===== config.mk =====
export PLATFORM = sky130hd
export DESIGN_NAME = adaptive_box_threshold_flat
export DESIGN_NICKNAME = d
export VERILOG_FILES = /design/src/rtl/adaptive_box_pkg.sv /design/src/rtl/adaptive_box_threshold_if.sv /design/src/rtl/box_window_addr_gen.sv /design/src/rtl/adaptive_box_threshold.sv /design/src/flat_wrapper.sv
export SDC_FILE = /design/constraint.sdc
export NUM_CORES = 1
export LEC_CHECK = 0
export BUFFER_PORTS_ARGS = -buffer_cell sky130_fd_sc_hd__clkbuf_2
export CORE_MARGIN = 2
export CORE_UTILIZATION = 49
export DETAILED_ROUTE_END_ITERATION = 6
export MAX_ROUTING_LAYER = met4
export PLACE_DENSITY = 0.68
export SYNTH_ARGS = -nofsm -noshare
export SYNTH_HDL_FRONTEND = slang
export SYNTH_HIERARCHICAL = 1
export SYNTH_SLANG_ARGS = --single-unit

===== constraint.sdc =====
create_clock -name clock -period 9.1 [get_ports clock]
set_clock_uncertainty 0.05 [all_clocks]
set_input_delay 0.455 -clock clock [delete_from_list [all_inputs] [get_ports clock]]
set_output_delay 0.455 -clock clock [all_outputs]
set_load 0.05 [all_outputs]

===== src/rtl/adaptive_box_pkg.sv =====
// Shared types and sizing helpers for the adaptive box-threshold stage.
package adaptive_box_pkg;

   typedef enum logic [2:0] {
      IDLE  = 3'd0,
      SCAN  = 3'd1,
      DRAIN = 3'd2,
      WRITE = 3'd3,
      DONE  = 3'd4
   } state_t;

   function automatic int kSize(input int radius);
      return 2 * radius + 1;
   endfunction

   function automatic int nTaps(input int radius);
      return kSize(radius) * kSize(radius);
   endfunction

   function automatic int sumBits(input int radius);
      return 8 + $clog2(nTaps(radius));
   endfunction

   // Wide enough for both the raw sum and (p + C) * N without truncation.
   function automatic int cmpBits(input int radius, input int cBits);
      int a;
      int b;
      a = sumBits(radius);
      b = 8 + cBits + 1 + $clog2(nTaps(radius));
      return (a > b) ? a : b;
   endfunction

   function automatic int clampCoord(input int pos, input int maxPos);
      if (pos < 0) begin
         return 0;
      end else if (pos > maxPos) begin
         return maxPos;
      end else begin
         return pos;
      end
   endfunction

endpackage


===== src/rtl/adaptive_box_threshold_if.sv =====
// ROM read port and result RAM write port of the box-threshold stage.
interface adaptive_box_threshold_if #(
   parameter int WIDTH_BITS  = 8,
   parameter int HEIGHT_BITS = 8
);
   logic [WIDTH_BITS-1:0]  oImageCol;
   logic [HEIGHT_BITS-1:0] oImageRow;
   logic [7:0]             iImageData;
   logic [WIDTH_BITS-1:0]  oResultCol;
   logic [HEIGHT_BITS-1:0] oResultRow;
   logic                   oResultData;
   logic                   oResultWren;

   modport master (
      output oImageCol, oImageRow,
      input  iImageData,
      output oResultCol, oResultRow, oResultData, oResultWren
   );

   modport slave (
      input  oImageCol, oImageRow,
      output iImageData,
      input  oResultCol, oResultRow, oResultData, oResultWren
   );
endinterface


===== src/rtl/box_window_addr_gen.sv =====
// Walks the K x K window taps (dx fastest) and emits edge-clamped ROM coordinates.
module box_window_addr_gen
   import adaptive_box_pkg::*;
#(
   parameter int WIDTH_BITS  = 8,
   parameter int HEIGHT_BITS = 8,
   parameter int RADIUS      = 1
) (
   input  logic                   clock,
   input  logic                   not_reset,
   input  logic                   start,
   input  logic                   advance,
   input  logic [WIDTH_BITS-1:0]  baseCol,
   input  logic [HEIGHT_BITS-1:0] baseRow,
   output logic [WIDTH_BITS-1:0]  tapCol,
   output logic [HEIGHT_BITS-1:0] tapRow,
   output logic                   lastTap,
   output logic                   centreTap
);
   localparam int K  = kSize(RADIUS);
   localparam int IW = $clog2(K);

   logic [IW-1:0]          dx, dy, dxNext, dyNext;
   logic [WIDTH_BITS-1:0]  colClamped;
   logic [HEIGHT_BITS-1:0] rowClamped;

   // Next tap index: restart on start, step dx then dy on advance.
   always_comb begin
      dxNext = dx;
      dyNext = dy;
      if (start) begin
         dxNext = '0;
         dyNext = '0;
      end else if (advance) begin
         if (dx == IW'(K - 1)) begin
            dxNext = '0;
            dyNext = dy + IW'(1);
         end else begin
            dxNext = dx + IW'(1);
         end
      end else begin
         dxNext = dx;
         dyNext = dy;
      end
   end

   assign colClamped = WIDTH_BITS'(clampCoord(int'(baseCol) + int'(dxNext) - RADIUS,
                                              (2 ** WIDTH_BITS) - 1));
   assign rowClamped = HEIGHT_BITS'(clampCoord(int'(baseRow) + int'(dyNext) - RADIUS,
                                               (2 ** HEIGHT_BITS) - 1));

   // Address and flags only move when a tap is issued, so skipped pixels leave the ROM idle.
   always_ff @(posedge clock) begin
      if (!not_reset) begin
         dx        <= '0;
         dy        <= '0;
         tapCol    <= '0;
         tapRow    <= '0;
         lastTap   <= 1'b0;
         centreTap <= 1'b0;
      end else if (start || advance) begin
         dx        <= dxNext;
         dy        <= dyNext;
         tapCol    <= colClamped;
         tapRow    <= rowClamped;
         lastTap   <= (dxNext == IW'(K - 1)) && (dyNext == IW'(K - 1));
         centreTap <= (dxNext == IW'(RADIUS)) && (dyNext == IW'(RADIUS));
      end
   end
endmodule


===== src/rtl/adaptive_box_threshold.sv =====
// Raster-scan box-sum adaptive threshold: result = ((p + C) * N > sum) ^ invert.
// Optional ADAPTIVE_BOX_SKIP_BORDER_EN writes border pixels as 1 ^ invert without ROM reads.
module adaptive_box_threshold
   import adaptive_box_pkg::*;
#(
   parameter int WIDTH_BITS  = 8,
   parameter int HEIGHT_BITS = 8,
   parameter int RADIUS      = 1,
   parameter int C_BITS      = 5
) (
   input  logic                      clock,
   input  logic                      not_reset,
   input  logic                      processing,
   input  logic [C_BITS-1:0]         C,
   input  logic                      invert,
   output logic                      finished,
   adaptive_box_threshold_if.master  bus
);
   localparam int N     = nTaps(RADIUS);
   localparam int SUM_W = sumBits(RADIUS);
   localparam int CMP_W = cmpBits(RADIUS, C_BITS);

   state_t                 state;
   logic [WIDTH_BITS-1:0]  pixCol, nextCol, baseCol, tapCol;
   logic [HEIGHT_BITS-1:0] pixRow, nextRow, baseRow, tapRow;
   logic [SUM_W-1:0]       sum, sumFinal;
   logic [7:0]             p, pFinal;
   logic                   dataValid, centreValid, lastTap, centreTap;
   logic                   lastPixel, nextBorder, startScan, advance, brighter;

   // Pixel stepping, window base and the threshold decision on the final tap.
   always_comb begin
      lastPixel = (&pixCol) && (&pixRow);
      nextCol   = pixCol + WIDTH_BITS'(1);
      nextRow   = (&pixCol) ? (pixRow + HEIGHT_BITS'(1)) : pixRow;
      if (state == IDLE) begin
         baseCol = '0;
         baseRow = '0;
      end else if (state == WRITE) begin
         baseCol = nextCol;
         baseRow = nextRow;
      end else begin
         baseCol = pixCol;
         baseRow = pixRow;
      end
      sumFinal = sum + SUM_W'(bus.iImageData);
      pFinal   = centreValid ? bus.iImageData : p;
      brighter = ((CMP_W'(pFinal) + CMP_W'(C)) * CMP_W'(N)) > CMP_W'(sumFinal);
   end

`ifdef ADAPTIVE_BOX_SKIP_BORDER_EN
   assign nextBorder = (baseCol < WIDTH_BITS'(RADIUS))  || (baseCol > ~WIDTH_BITS'(RADIUS)) ||
                       (baseRow < HEIGHT_BITS'(RADIUS)) || (baseRow > ~HEIGHT_BITS'(RADIUS));
`else
   assign nextBorder = 1'b0;
`endif

   assign startScan = processing && !nextBorder &&
                      ((state == IDLE) || ((state == WRITE) && !lastPixel));
   assign advance   = processing && (state == SCAN) && !lastTap;

   box_window_addr_gen #(
      .WIDTH_BITS (WIDTH_BITS),
      .HEIGHT_BITS(HEIGHT_BITS),
      .RADIUS     (RADIUS)
   ) uAddrGen (
      .clock    (clock),
      .not_reset(not_reset),
      .start    (startScan),
      .advance  (advance),
      .baseCol  (baseCol),
      .baseRow  (baseRow),
      .tapCol   (tapCol),
      .tapRow   (tapRow),
      .lastTap  (lastTap),
      .centreTap(centreTap)
   );

   assign bus.oImageCol = tapCol;
   assign bus.oImageRow = tapRow;

   // Frame FSM; result outputs are loaded on the edge entering WRITE, so C/invert are taken there.
   always_ff @(posedge clock) begin
      if (!not_reset) begin
         state           <= IDLE;
         pixCol          <= '0;
         pixRow          <= '0;
         sum             <= '0;
         p               <= '0;
         dataValid       <= 1'b0;
         centreValid     <= 1'b0;
         bus.oResultCol  <= '0;
         bus.oResultRow  <= '0;
         bus.oResultData <= 1'b0;
         bus.oResultWren <= 1'b0;
         finished        <= 1'b0;
      end else begin
         dataValid       <= (state == SCAN) && processing;
         centreValid     <= (state == SCAN) && processing && centreTap;
         bus.oResultWren <= 1'b0;
         case (state)
            IDLE: begin
               pixCol   <= '0;
               pixRow   <= '0;
               sum      <= '0;
               p        <= '0;
               finished <= 1'b0;
               if (processing) begin
                  if (nextBorder) begin
                     state           <= WRITE;
                     bus.oResultWren <= 1'b1;
                     bus.oResultCol  <= baseCol;
                     bus.oResultRow  <= baseRow;
                     bus.oResultData <= 1'b1 ^ invert;
                  end else begin
                     state <= SCAN;
                  end
               end
            end
            SCAN: begin
               if (!processing) begin
                  state  <= IDLE;
                  pixCol <= '0;
                  pixRow <= '0;
                  sum    <= '0;
                  p      <= '0;
               end else begin
                  if (dataValid) begin
                     sum <= sumFinal;
                  end
                  if (centreValid) begin
                     p <= bus.iImageData;
                  end
                  if (lastTap) begin
                     state <= DRAIN;
                  end
               end
            end
            DRAIN: begin
               if (!processing) begin
                  state  <= IDLE;
                  pixCol <= '0;
                  pixRow <= '0;
                  sum    <= '0;
                  p      <= '0;
               end else begin
                  sum             <= sumFinal;
                  p               <= pFinal;
                  state           <= WRITE;
                  bus.oResultWren <= 1'b1;
                  bus.oResultCol  <= pixCol;
                  bus.oResultRow  <= pixRow;
                  bus.oResultData <= brighter ^ invert;
               end
            end
            WRITE: begin
               sum <= '0;
               p   <= '0;
               if (!processing) begin
                  state  <= IDLE;
                  pixCol <= '0;
                  pixRow <= '0;
               end else if (lastPixel) begin
                  state    <= DONE;
                  finished <= 1'b1;
               end else begin
                  pixCol <= baseCol;
                  pixRow <= baseRow;
                  if (nextBorder) begin
                     state           <= WRITE;
                     bus.oResultWren <= 1'b1;
                     bus.oResultCol  <= baseCol;
                     bus.oResultRow  <= baseRow;
                     bus.oResultData <= 1'b1 ^ invert;
                  end else begin
                     state <= SCAN;
                  end
               end
            end
            DONE: begin
               if (!processing) begin
                  state    <= IDLE;
                  finished <= 1'b0;
               end
            end
            default: begin
               state <= IDLE;
            end
         endcase
      end
   end
endmodule


===== src/flat_wrapper.sv =====
// flat-port wrapper written by rule: the top's interface ports become plain ports
module adaptive_box_threshold_flat import adaptive_box_pkg::*;
#(
   parameter int WIDTH_BITS  = 8,
   parameter int HEIGHT_BITS = 8,
   parameter int RADIUS      = 1,
   parameter int C_BITS      = 5
)
  (clock, not_reset, processing, C, invert, finished, bus_oImageCol, bus_oImageRow, bus_iImageData, bus_oResultCol, bus_oResultRow, bus_oResultData, bus_oResultWren);
  adaptive_box_threshold_if #(.WIDTH_BITS(WIDTH_BITS), .HEIGHT_BITS(HEIGHT_BITS)) bus_i ();
  input  logic clock;
  input  logic not_reset;
  input  logic processing;
  input  logic [C_BITS-1:0] C;
  input  logic invert;
  output logic finished;
  output wire logic [$bits(bus_i.oImageCol)-1:0] bus_oImageCol;
  output wire logic [$bits(bus_i.oImageRow)-1:0] bus_oImageRow;
  input wire logic [$bits(bus_i.iImageData)-1:0] bus_iImageData;
  output wire logic [$bits(bus_i.oResultCol)-1:0] bus_oResultCol;
  output wire logic [$bits(bus_i.oResultRow)-1:0] bus_oResultRow;
  output wire logic [$bits(bus_i.oResultData)-1:0] bus_oResultData;
  output wire logic [$bits(bus_i.oResultWren)-1:0] bus_oResultWren;
  assign bus_oImageCol = bus_i.oImageCol;
  assign bus_oImageRow = bus_i.oImageRow;
  assign bus_i.iImageData = bus_iImageData;
  assign bus_oResultCol = bus_i.oResultCol;
  assign bus_oResultRow = bus_i.oResultRow;
  assign bus_oResultData = bus_i.oResultData;
  assign bus_oResultWren = bus_i.oResultWren;
  adaptive_box_threshold #(.WIDTH_BITS(WIDTH_BITS), .HEIGHT_BITS(HEIGHT_BITS), .RADIUS(RADIUS), .C_BITS(C_BITS)) u_core (.clock(clock), .not_reset(not_reset), .processing(processing), .C(C), .invert(invert), .finished(finished), .bus(bus_i));
endmodule

==> results of run 1 <==
==> layer usage <==
layer  global-route usage (%)  vias up  share of wire (%)
li1                         -     2546                  -
met1                     27.9     2423                 46
met2                     39.2       55                 50
met3                     4.20       16                2.9
met4                     7.32        0                1.4
met5                        -        -                  0
==> worst reg2reg max path, stage by stage, from the launching register on <==
cell and delay, ps:
dfxtp_1 590, mux2_2 420, ha_1 270, a21o_1 170, a21oi_1 210, nor2b_1 100, o21a_1 180, nor2_1 140
xor2_1 120, ha_1 330, inv_1 60, fa_1 460, inv_1 80, a21o_1 100, a21oi_1 80, nand2b_1 180
o21ba_2 240, xor2_1 150, ha_1 350, a2111oi_0 410, nand3_1 160, a31oi_1 170, a221o_1 160, a31o_1 130
==> power breakdown <==
| part | total (W) | internal, W | switching (W) | leakage, nW |
|---|---|---|---|---|
| Sequential | 0.000362 | 0.000361 | 0.00000156 | 0.661 |
| Clock | 0.000398 | 0.000240 | 0.000157 | 0.152 |
| Combinational | 0.0000747 | 0.0000287 | 0.0000460 | 1.84 |
| Total | 0.000835 | 0.000630 | 0.000205 | 2.65 |
==> placed cells by master, fill, tap and decap left out, types with 15 or more instances in the layout <==
cell type and instances:
a21boi_0 17, a21o_1 15, a21oi_1 42, a22oi_1 24
clkbuf_2 51, dfxtp_1 82, ha_1 59, inv_1 48
nand2_1 65, nor2_1 55, nor2b_1 37, xnor2_1 25
xor2_1 21
==> metrics by stage <==
step | instances | total power (W) | util [%] | setup slack (ps) | instance area [um^2]
floorplan | 701 | 0.000426 | - | 4310 | 5900
finish | 891 | 0.000835 | 55.2 | 3770 | 6550
global route | 891 | 0.000864 | 55.2 | 3430 | 6550
CTS | 891 | 0.000841 | 55.2 | 3790 | 6550
global placement | 876 | 0.000442 | 52.5 | 4030 | 6230
detailed placement | 876 | 0.000445 | 52.5 | 3870 | 6230
==> cells by family (layout without fill, tap and decap cells) <==
group	after synthesis	in the layout
adder cells (fa/ha/maj)	64	64
flip-flops	82	82
AND/OR/NAND/NOR	239	239
AO/OA/AOI/OAI	182	182
buffers and inverters	75	118
multiplexers	12	12
XOR/XNOR	47	47
==> layout make-up <==
| class | count | area (um^2) | area share, % |
|---|---|---|---|
| Clock buffer | 9 | 225 | 3.44 |
| Clock inverter | 6 | 90.1 | 1.38 |
| Inverter | 49 | 184 | 2.81 |
| Multi-Input combinational cell | 544 | 3940 | 60.2 |
| Sequential cell | 82 | 1640 | 25.1 |
| Tap cell | 147 | 184 | 2.81 |
| Timing Repair Buffer | 54 | 278 | 4.24 |
==> flip-flops by register name (all words and copies together) (netlist names), 2 cells and up <==
| name | cells |
|---|---|
| u_core/p | 8 |
| u_core/uAddrGen/tapCol | 8 |
| u_core/uAddrGen/tapRow | 8 |
| u_core/uAddrGen/dy | 2 |
| u_core/bus.oResultCol | 8 |
| u_core/sum | 12 |
| u_core/uAddrGen/dx | 2 |
| u_core/pixRow | 8 |
| u_core/pixCol | 8 |
| u_core/bus.oResultRow | 8 |
| u_core/state | 3 |
==> worst max-delay path by stage <==
| stage | from | to | cells after the start |
|---|---|---|---|
| global placement | u_core/centreValid | u_core/bus.oResultData | 23 |
| floorplan | u_core/centreValid | u_core/bus.oResultData | 24 |
| global route | u_core/centreValid | u_core/bus.oResultData | 23 |
| CTS | u_core/centreValid | u_core/bus.oResultData | 23 |
| finish | u_core/centreValid | u_core/bus.oResultData | 23 |
| detailed placement | u_core/centreValid | u_core/bus.oResultData | 23 |
==> reports/qor.yml, run 1 <==
sta:
  hold-worst-slack_ps: 385
  slew_violations: 0
  fmax_mhz: 188
  layout_min_cycle_time_ps: 5330
  worst_slew_pin_slew_ps: 1070
  slew-limit-headroom_pct: 28.3
  min_period_over_period_pct: 58.6
  rsz0062_at_grt: "no"
  final_hold_viol_count: 0
  setup_viol: 0
  finalSetupTns_ps: 0
worst_setup_path:
  r2r_end: "u_core/bus.oResultData"
  r2r_start: "u_core/centreValid"
  r2r_slack_ps: 3770
  slowest_stage: "dfxtp_1"
  cp_cell_sequence: "mux2_2 -> ha_1 -> a21o_1 -> a21oi_1 -> nor2b_1 -> o21a_1 -> nor2_1 -> xor2_1 -> ha_1 -> inv_1 -> fa_1 -> inv_1 -> a21o_1 -> a21oi_1 -> nand2b_1 -> o21ba_2 -> xor2_1 -> ha_1 -> a2111oi_0 -> nand3_1 -> a31oi_1 -> a221o_1 -> a31o_1"
  end_kind: "flop"
  max_stage_delay_ps: 590
  cp-start-kind: "flop"
  worstPathMaxFanout: 11
  critPathTopFamily: "compound AO/OA/AOI/OAI gates"
  critical_path_required_ps: 9350
  worst_r2r_path_depth: 23
  path_common_cell: "ha_1"
  path_class: "reg -> reg"
  arrival_ps: 5580
  critical_path_buf_inv_count: 2
yosys:
  syn_inst: 701
  yosys_register_bits: 82
  synth-compound-area-share_pct: 22.6
  synth_top_family_by_area: "compound AO/OA/AOI/OAI gates"
  yosysTopAreaCell: "dfxtp_1"
  synth-edff-count: 0
  yosys_warnings: 6
  yosys.cell_count.top_type: "dfxtp_1"
  ys_seq_area_share_pct: 27.8
  synth_nets: 782
  synth_fa_ha_area_share_pct: 14.2
  synthMuxAreaShare_pct: 2.40
  syn_area_per_cell_um2: 8.42
  synth.cells.most_frequent: "dfxtp_1 (82), nand2_1 (65), ha_1 (59), nor2_1 (55), inv_1 (48)"
  syn-cell-area_mm2: 0.00590
  ys_async_sr_fraction_pct: 0
  yosys.area_share.simple_pct: 20.4
  synth_ff_type: "dfxtp_1"
  synthXorXnorAreaFrac_pct: 7.23
  ys_top_cells_by_area: "dfxtp_1 (28%), ha_1 (13%), nand2_1 (4.1%), nor2b_1 (3.9%), xnor2_1 (3.7%)"
  synth_top_area_share_pct: 27.8
  synth.distinct_cells: 77
drt:
  via_per_inst: 5.66
  wirelength_mm: 13.8
  first_iter_violations: 352
  vias: 5040
  dr.pass1.iters: 5
  wl_per_cell_um: 15.5
  detail-route-antenna-nets: 0
  drc_errors: 0
clock_tree:
  clkLatencyLatePin_ps: 350
  cts_inserted_buffers: 9
  cts-root-buf: "clkbuf_16"
  clk_pin_slew_worst_paths_ps: 60
  cts_htree_levels: 3
  post_cts_buffers: 0
  cts.repair.resized: 0
  cts_hold_buffers: 0
  cts_tree: "done"
  cts.sinks: 82
  clock_path_buffers: 2
global_route:
  grt_max_degree: 66
  grt_first_pass_wirelength_mm: 23.4
  antenna_found_initial: 0
  grt_util_all_layers_pct: 23.1
  grt_pass1_vias: 4966
  grt-ovfl-total: 0
final_layout:
  syn_to_final_growth_pct: 10.9
  num-nets-final: 821
  num-fill-cells: 1108
  layout-drive-gt1-share_pct: 14.1
  n_antenna_cell: 0
placed_design:
  dp_hpwl_mm: 10.5
  io_buffers: 51
  gp_congestion: 0.908
floorplanning:
  start_util_pct: 49.7
  io_pins: 52
  dieArea_mm2: 0.0129
  rows: 40
  die-height_um: 114
  dieWidth_um: 114
  core_area_mm2: 0.0119
worst_hold_path:
  holdPathEnd: "u_core/state[2]"
  min_from: "processing"
  min_path_cells: 3
  hold_class: "in -> reg"
status:
  status: "complete, no violations"
power:
  power.leakage_nw: 2.65
  p_per_area_mw_per_mm2: 128
  vdd_drop_max_uv: 72.3
run:
  drv_cap: 0
(Power assumes the default switching activity.)
==> run 2, diff against run 1 <==
Settings changed: PLACE_DENSITY 0.68 to 0.7.
Clock period 9.1 ns to 4.7 ns, I/O delays scaled along.
==> reports/qor.yml, run 2 (synthesis results as in run 1) <==
status:
  status: "complete, no violations"
placed_design:
  dp_worst_setup_slack_ps: -104  # -3970 ps
  dp_hpwl_mm: 10.7  # +2.1%
  io_buffers: 51  # unchanged
  placed_cells: 885  # +1.0%
  gp_congestion: 0.921  # +1.5%
sta:
  setup_viol: 0  # unchanged
  finalSetupTns_ps: 0  # unchanged
  hold-worst-slack_ps: 170  # -215 ps
  setup_slack_ps: 38.6  # -3730 ps
  rsz0062_at_grt: "yes"
  final_hold_viol_count: 0  # unchanged
  slew_violations: 0  # unchanged
  worst_slew_pin_slew_ps: 1170  # +97.4 ps
  layout_min_cycle_time_ps: 4660  # -668 ps
  min_period_over_period_pct: 99.2  # +41 points
  fmax_mhz: 215  # +14%
  slew-limit-headroom_pct: 21.8  # -6.5 points
floorplanning:
  rows: 40  # unchanged
  dieWidth_um: 114  # unchanged
  dieArea_mm2: 0.0129  # unchanged
  io_pins: 52  # unchanged
  core_area_mm2: 0.0119  # unchanged
  die-height_um: 114  # unchanged
  start_util_pct: 49.7  # unchanged
global_route:
  grt_max_degree: 66  # unchanged
  antenna_found_initial: 0  # unchanged
  grt_util_all_layers_pct: 23.1  # +0.027 points
  grt-ovfl-total: 0  # unchanged
  grt_first_pass_wirelength_mm: 23.6  # +0.74%
  grt_pass1_vias: 4987  # +0.42%
worst_setup_path:
  end_kind: "flop"
  critical_path_required_ps: 4890  # -4460 ps
  critical_path_buf_inv_count: 3  # +1
  arrival_ps: 4850  # -730 ps
  path_class: "reg -> reg"
  slowest_stage: "fa_2"
  cp-start-kind: "flop"
  max_stage_delay_ps: 390  # -200 ps
  critPathTopFamily: "compound AO/OA/AOI/OAI gates"
  cp_cell_sequence: "buf_6 -> mux2_4 -> ha_4 -> o21a_1 -> o31a_1 -> a21oi_2 -> ha_1 -> ha_2 -> inv_1 -> fa_2 -> inv_1 -> a21o_1 -> a21oi_2 -> nand2b_4 -> o21ba_4 -> xor2_2 -> ha_4 -> o21a_1 -> o21ai_1 -> nand2b_1 -> a31oi_4 -> a221o_1 -> a31o_1"
  worstPathMaxFanout: 8  # -3
final_layout:
  largest_reg_flops: 12  # unchanged
  final_common_cell: "dfxtp_1"
  final_util_pct: 58.2  # +3.0 points
  n_antenna_cell: 0  # unchanged
  regMostFlops: "u_core/sum"
  layout-drive-gt1-share_pct: 19.5  # +5.4 points
  syn_to_final_growth_pct: 16.9
  stdcell_count: 907  # +1.8%
  num-nets-final: 836  # +1.8%
  mostFrequentLayoutCells: "dfxtp_1 (81), nand2_1 (65), nor2_1 (55), clkbuf_2 (51), ha_1 (51)"
power:
  p_per_area_mw_per_mm2: 231  # +81%
  vdd_drop_max_uv: 175  # +140%
  switchingPower_w: 0.000407  # +99%
  clock_power_share_pct: 45.6  # -2.0 points
  power.leakage_nw: 2.76  # +4.0%
  p_sw_share_pct: 25.6  # +1.1 points
  seqPwrFrac_pct: 44.1  # +0.7 points
  p_int_w: 0.00118  # +88%
  power_frac_comb_pct: 10.3  # +1.4 points
clock_tree:
  clock_path_buffers: 2  # unchanged
  cts.sinks: 82  # unchanged
  clkLatencyLatePin_ps: 340  # about the same
  cts_tree: "done"
  cts_inserted_buffers: 9  # unchanged
  cts-root-buf: "clkbuf_16"
  clk_pin_slew_worst_paths_ps: 70  # about the same
  cts_htree_levels: 3  # unchanged
  cts_hold_buffers: 0  # unchanged
drt:
  first_iter_violations: 416  # +18%
  via_per_inst: 5.71  # +1.0%
  wirelength_mm: 14.5  # +5.2%
  dr.pass1.iters: 5  # unchanged
  wl_per_cell_um: 16.0  # +3.4%
  drc_errors: 0  # unchanged
  detail-route-antenna-nets: 0  # unchanged
  vias: 5183  # +2.8%
run:
  drv_cap: 0  # unchanged
worst_hold_path:
  hold_class: "in -> reg"
-- run 2: changes by cell type in the layout (fill, tap and decap cells not counted), sizes merged --
| cell | change |
|---|---|
| clkbuf | +1 |
| buf | +15 |
| bufinv | -1 |
| clkinvlp | -1 |
| clkinv | +2 |
-- run 2: worst min-delay path: cells and delay by family --
family	cells	cell delay (ps)
simple gates	2	130
buf+inv	1	160
-- run 2: layout make-up --
cell class / instances / area, um^2
Clock buffer: 10 / 229
Clock inverter: 6 / 73.8
Fill cell: 1034 / 4960
Inverter: 49 / 184
Multi-Input combinational cell: 544 / 4190
Sequential cell: 82 / 1650
Tap cell: 147 / 184
Timing Repair Buffer: 69 / 394
-- run 2: power groups by stage --
stage               Sequential, W  Combinational (W)  Clock [W]
floorplan                0.000727          0.0000986          0
global placement         0.000718           0.000142          0
detailed placement       0.000718           0.000147          0
CTS                      0.000701           0.000149   0.000737
global route             0.000702           0.000180   0.000767
finish                   0.000701           0.000163   0.000726
-- run 2: path summary, 6_finish.rpt --
check	from	end	slack, ps	cells after the start
min reg2reg	u_core/uAddrGen/tapCol[3]	u_core/uAddrGen/tapCol[3]	400	2
min	processing	u_core/state[2]	170	3
max	u_core/centreValid	u_core/bus.oResultData	40	23
max reg2reg	u_core/centreValid	u_core/bus.oResultData	40	23
-- run 2: timing repair --
| item | 4_1_cts | 5_1_grt |
|---|---|---|
| setup endpoints to repair | 1 | 1 |
| gates cloned | 0 | 0 |
| resized for setup | 7 | 34 |
| pin swaps | 6 | 35 |
| setup buffers | 2 | 4 |
-- run 2: metrics by stage --
step / power, W / instance area, um^2
4_1_cts: 0.00159 / 6660
2_1_floorplan: 0.000825 / 5920
5_1_grt: 0.00165 / 6900
6_report: 0.00159 / 6900
3_3_place_gp: 0.000859 / 6310
3_5_place_dp: 0.000865 / 6310
-- run 2: per-layer routing --
layer	routed length (um)	global-route usage, %
met1	6570	28.9
met2	7170	37.7
met5	0	-
met3	553	4.46
met4	216	7.72
==> run 3, diff against run 2 <==
Settings changed: ABC_AREA from default to 1.
==> reports/qor.yml, run 3 <==
global_route:
  grt_first_pass_wirelength_mm: 22.7  # -3.8%
  grt_max_degree: 44  # -33%
  grt_pass1_vias: 4882  # -2.1%
  antenna_found_initial: 0  # unchanged
  grt_util_all_layers_pct: 22.4  # -0.76 points
  grt-ovfl-total: 0  # unchanged
worst_setup_path:
  end_kind: "flop"
  critPathTopFamily: "adder cells"
  cp_num_cells: 25  # +8.7%
  slowest_stage: "fa_2"
  path_common_cell: "nand2_1"
  path_class: "reg -> reg"
  critical_path_buf_inv_count: 3  # unchanged
  r2r_start: "u_core/centreValid"
  cp-start-kind: "flop"
  critical_path_required_ps: 4930  # +40 ps
  arrival_ps: 4630  # -220 ps
  r2r_end: "u_core/bus.oResultData"
  max_stage_delay_ps: 390  # about the same
  worstPathMaxFanout: 6  # -2
  worst_r2r_path_depth: 25  # +8.7%
  r2r_slack_ps: 300  # +260 ps
worst_hold_path:
  min_path_cells: 4  # +1
  hold_class: "in -> reg"
  min_from: "invert"
  holdPathEnd: "u_core/bus.oResultData"
placed_design:
  io_buffers: 51  # unchanged
  dp_hpwl_mm: 10.2  # -4.2%
  gp_congestion: 0.866  # -6.0%
yosys:
  synth.cells.most_frequent: "nand2_1 (217), inv_1 (114), a21oi_1 (95), dfxtp_1 (82), nor2_1 (73)"
  synth.distinct_cells: 50  # -35%
  ys_top_cells_by_area: "dfxtp_1 (28%), nand2_1 (14%), ha_1 (13%), a21oi_1 (8.2%), inv_1 (7.4%)"
  syn_area_per_cell_um2: 6.83  # -19%
  synth_nets: 933  # +19%
  yosysTopAreaCell: "dfxtp_1"
  yosys_register_bits: 82  # unchanged
  ys_async_sr_fraction_pct: 0  # unchanged
  yosys.cell_count.top_type: "nand2_1"
  synth-edff-count: 0  # unchanged
  synth_top_area_share_pct: 28.2  # +0.38 points
  yosys_warnings: 6  # unchanged
  syn-cell-area_mm2: 0.00582  # -1.4%
  syn_inst: 852  # +22%
  synth_ff_type: "dfxtp_1"
  ys_seq_area_share_pct: 28.2  # +0.38 points
clock_tree:
  clock_path_buffers: 2  # unchanged
  clk_pin_slew_worst_paths_ps: 60  # about the same
  cts-root-buf: "clkbuf_16"
  cts.sinks: 82  # unchanged
  cts_inserted_buffers: 9  # unchanged
  cts_tree: "done"
  clkLatencyLatePin_ps: 340  # about the same
  cts_htree_levels: 3  # unchanged
drt:
  vias: 5395  # +4.1%
  drc_errors: 2  # +2
  detail-route-antenna-nets: 0  # unchanged
  via_per_inst: 5.08  # -11%
  dr.pass1.iters: 7  # +2
  wirelength_mm: 13.6  # -6.3%
  wl_per_cell_um: 12.8  # -20%
  first_iter_violations: 310  # -25%
sta:
  fmax_mhz: 227  # +5.9%
  hold-worst-slack_ps: 190  # +20.3 ps
  min_period_over_period_pct: 93.6  # -5.6 points
  layout_min_cycle_time_ps: 4400  # -261 ps
  setup_viol: 0  # unchanged
  final_hold_viol_count: 0  # unchanged
  slew_violations: 0  # unchanged
  slew-limit-headroom_pct: 35.6  # +14 points
  finalSetupTns_ps: 0  # unchanged
  worst_slew_pin_slew_ps: 958  # -210 ps
power:
  p_per_area_mw_per_mm2: 250  # +8.3%
  power.leakage_nw: 3.03  # +10%
  vdd_drop_max_uv: 264  # +51%
final_layout:
  n_antenna_cell: 0  # unchanged
  largest_reg_flops: 12  # unchanged
  regMostFlops: "u_core/sum"
  syn_to_final_growth_pct: 15.0
  num-nets-final: 995  # +19%
  layout-drive-gt1-share_pct: 18.2  # -1.3 points
  final_common_cell: "nand2_1"
  final_util_pct: 58.1  # about the same
  num-fill-cells: 1149  # +11%
  mostFrequentLayoutCells: "nand2_1 (211), inv_1 (108), a21oi_1 (94), dfxtp_1 (81), nor2_1 (70)"
run:
  drv_cap: 0  # unchanged
status:
  status: "finished with violations"
  violations: "DRC"
floorplanning:
  die-height_um: 113  # -0.66%
  start_util_pct: 50.5  # +0.80 points
  rows: 39  # -2.5%
  dieArea_mm2: 0.0128  # -1.3%
  core_area_mm2: 0.0115  # -2.9%
  io_pins: 52  # unchanged
  dieWidth_um: 113  # -0.66%
==> run 3: cell count changes in the layout (fill, tap and decap cells not counted), moves of 12 or more <==
cell	previous run	this run
a21boi_0	17	0
nor2b_1	36	0
nand2_1	65	211
inv_1	47	108
nand3_1	12	37
inv_2	2	14
nor2_1	55	70
nand2_2	1	22
a22oi_1	24	2
xnor2_1	23	11
a21o_1	15	2
o21ai_0	10	25
a21oi_1	37	94
==> run 3: per-stage QoR <==
stage / total power, W / setup WS [ps] / instances / cell area, um^2
after floorplan: 0.000953 / 447 / 852 / 5820
after global placement: 0.00102 / 189 / 1034 / 6200
after detailed placement: 0.00102 / 78.0 / 1034 / 6200
after CTS: 0.00169 / 69.2 / 1049 / 6480
after global routing: 0.00176 / -44.4 / 1061 / 6690
final: 0.00167 / 300 / 1061 / 6690
==> run 3: layout make-up <==
class / count / area, um^2 / area share, %
Tap cell: 143 / 179 / 2.67
Inverter: 126 / 478 / 7.14
Multi-Input combinational cell: 626 / 3720 / 55.6
Sequential cell: 82 / 1650 / 24.6
Timing Repair Buffer: 69 / 390 / 5.83
Clock buffer: 11 / 253 / 3.78
Clock inverter: 4 / 27.5 / 0.411
==> run 3: what timing repair did <==
action	CTS	global route
hold buffers	0	0
buffers inserted	0	12
setup endpoints to repair	0	1
resized for setup	0	34
==> run 3: logic make-up (layout without fill, tap and decap cells) <==
family / Yosys count / in the layout / synth area share [%]
flops: 82 / 82 / 28.2
buf+inv: 144 / 210 / 9.93
simple gates: 390 / 390 / 29.3
compound gates: 145 / 145 / 13.9
xor+xnor: 26 / 26 / 4.04
fa+ha+maj: 64 / 64 / 14.4
mux: 1 / 1 / 0.172
==> run 3: worst max-delay path by stage <==
stage / from / to / slack (ps)
6_report: u_core/centreValid / u_core/bus.oResultData / 300
5_1_grt: u_core/centreValid / u_core/bus.oResultData / -40
4_1_cts: u_core/centreValid / u_core/bus.oResultData / 70
3_5_place_dp: u_core/centreValid / u_core/bus.oResultData / 80
3_3_place_gp: u_core/centreValid / u_core/bus.oResultData / 190
2_1_floorplan: u_core/centreValid / u_core/bus.oResultData / 450
==> run 3: report_power, final <==
group          switching (W)  internal, W
clock network       0.000275     0.000382
logic               0.000197    0.0000976
registers         0.00000942     0.000709
==> run 3: per-layer routing <==
layer | share of wire (%) | track usage, %
met1 | 46 | 28.1
met2 | 48 | 36.8
met3 | 3.5 | 3.96
met4 | 2.4 | 6.91
met5 | 0 | -
==> run 3: tightest hold or removal path, delay by kind of cell <==
| kind | cells | cell delay, ps |
|---|---|---|
| compound gates | 1 | 50 |
| simple gates | 2 | 130 |
| buf+inv | 1 | 120 |
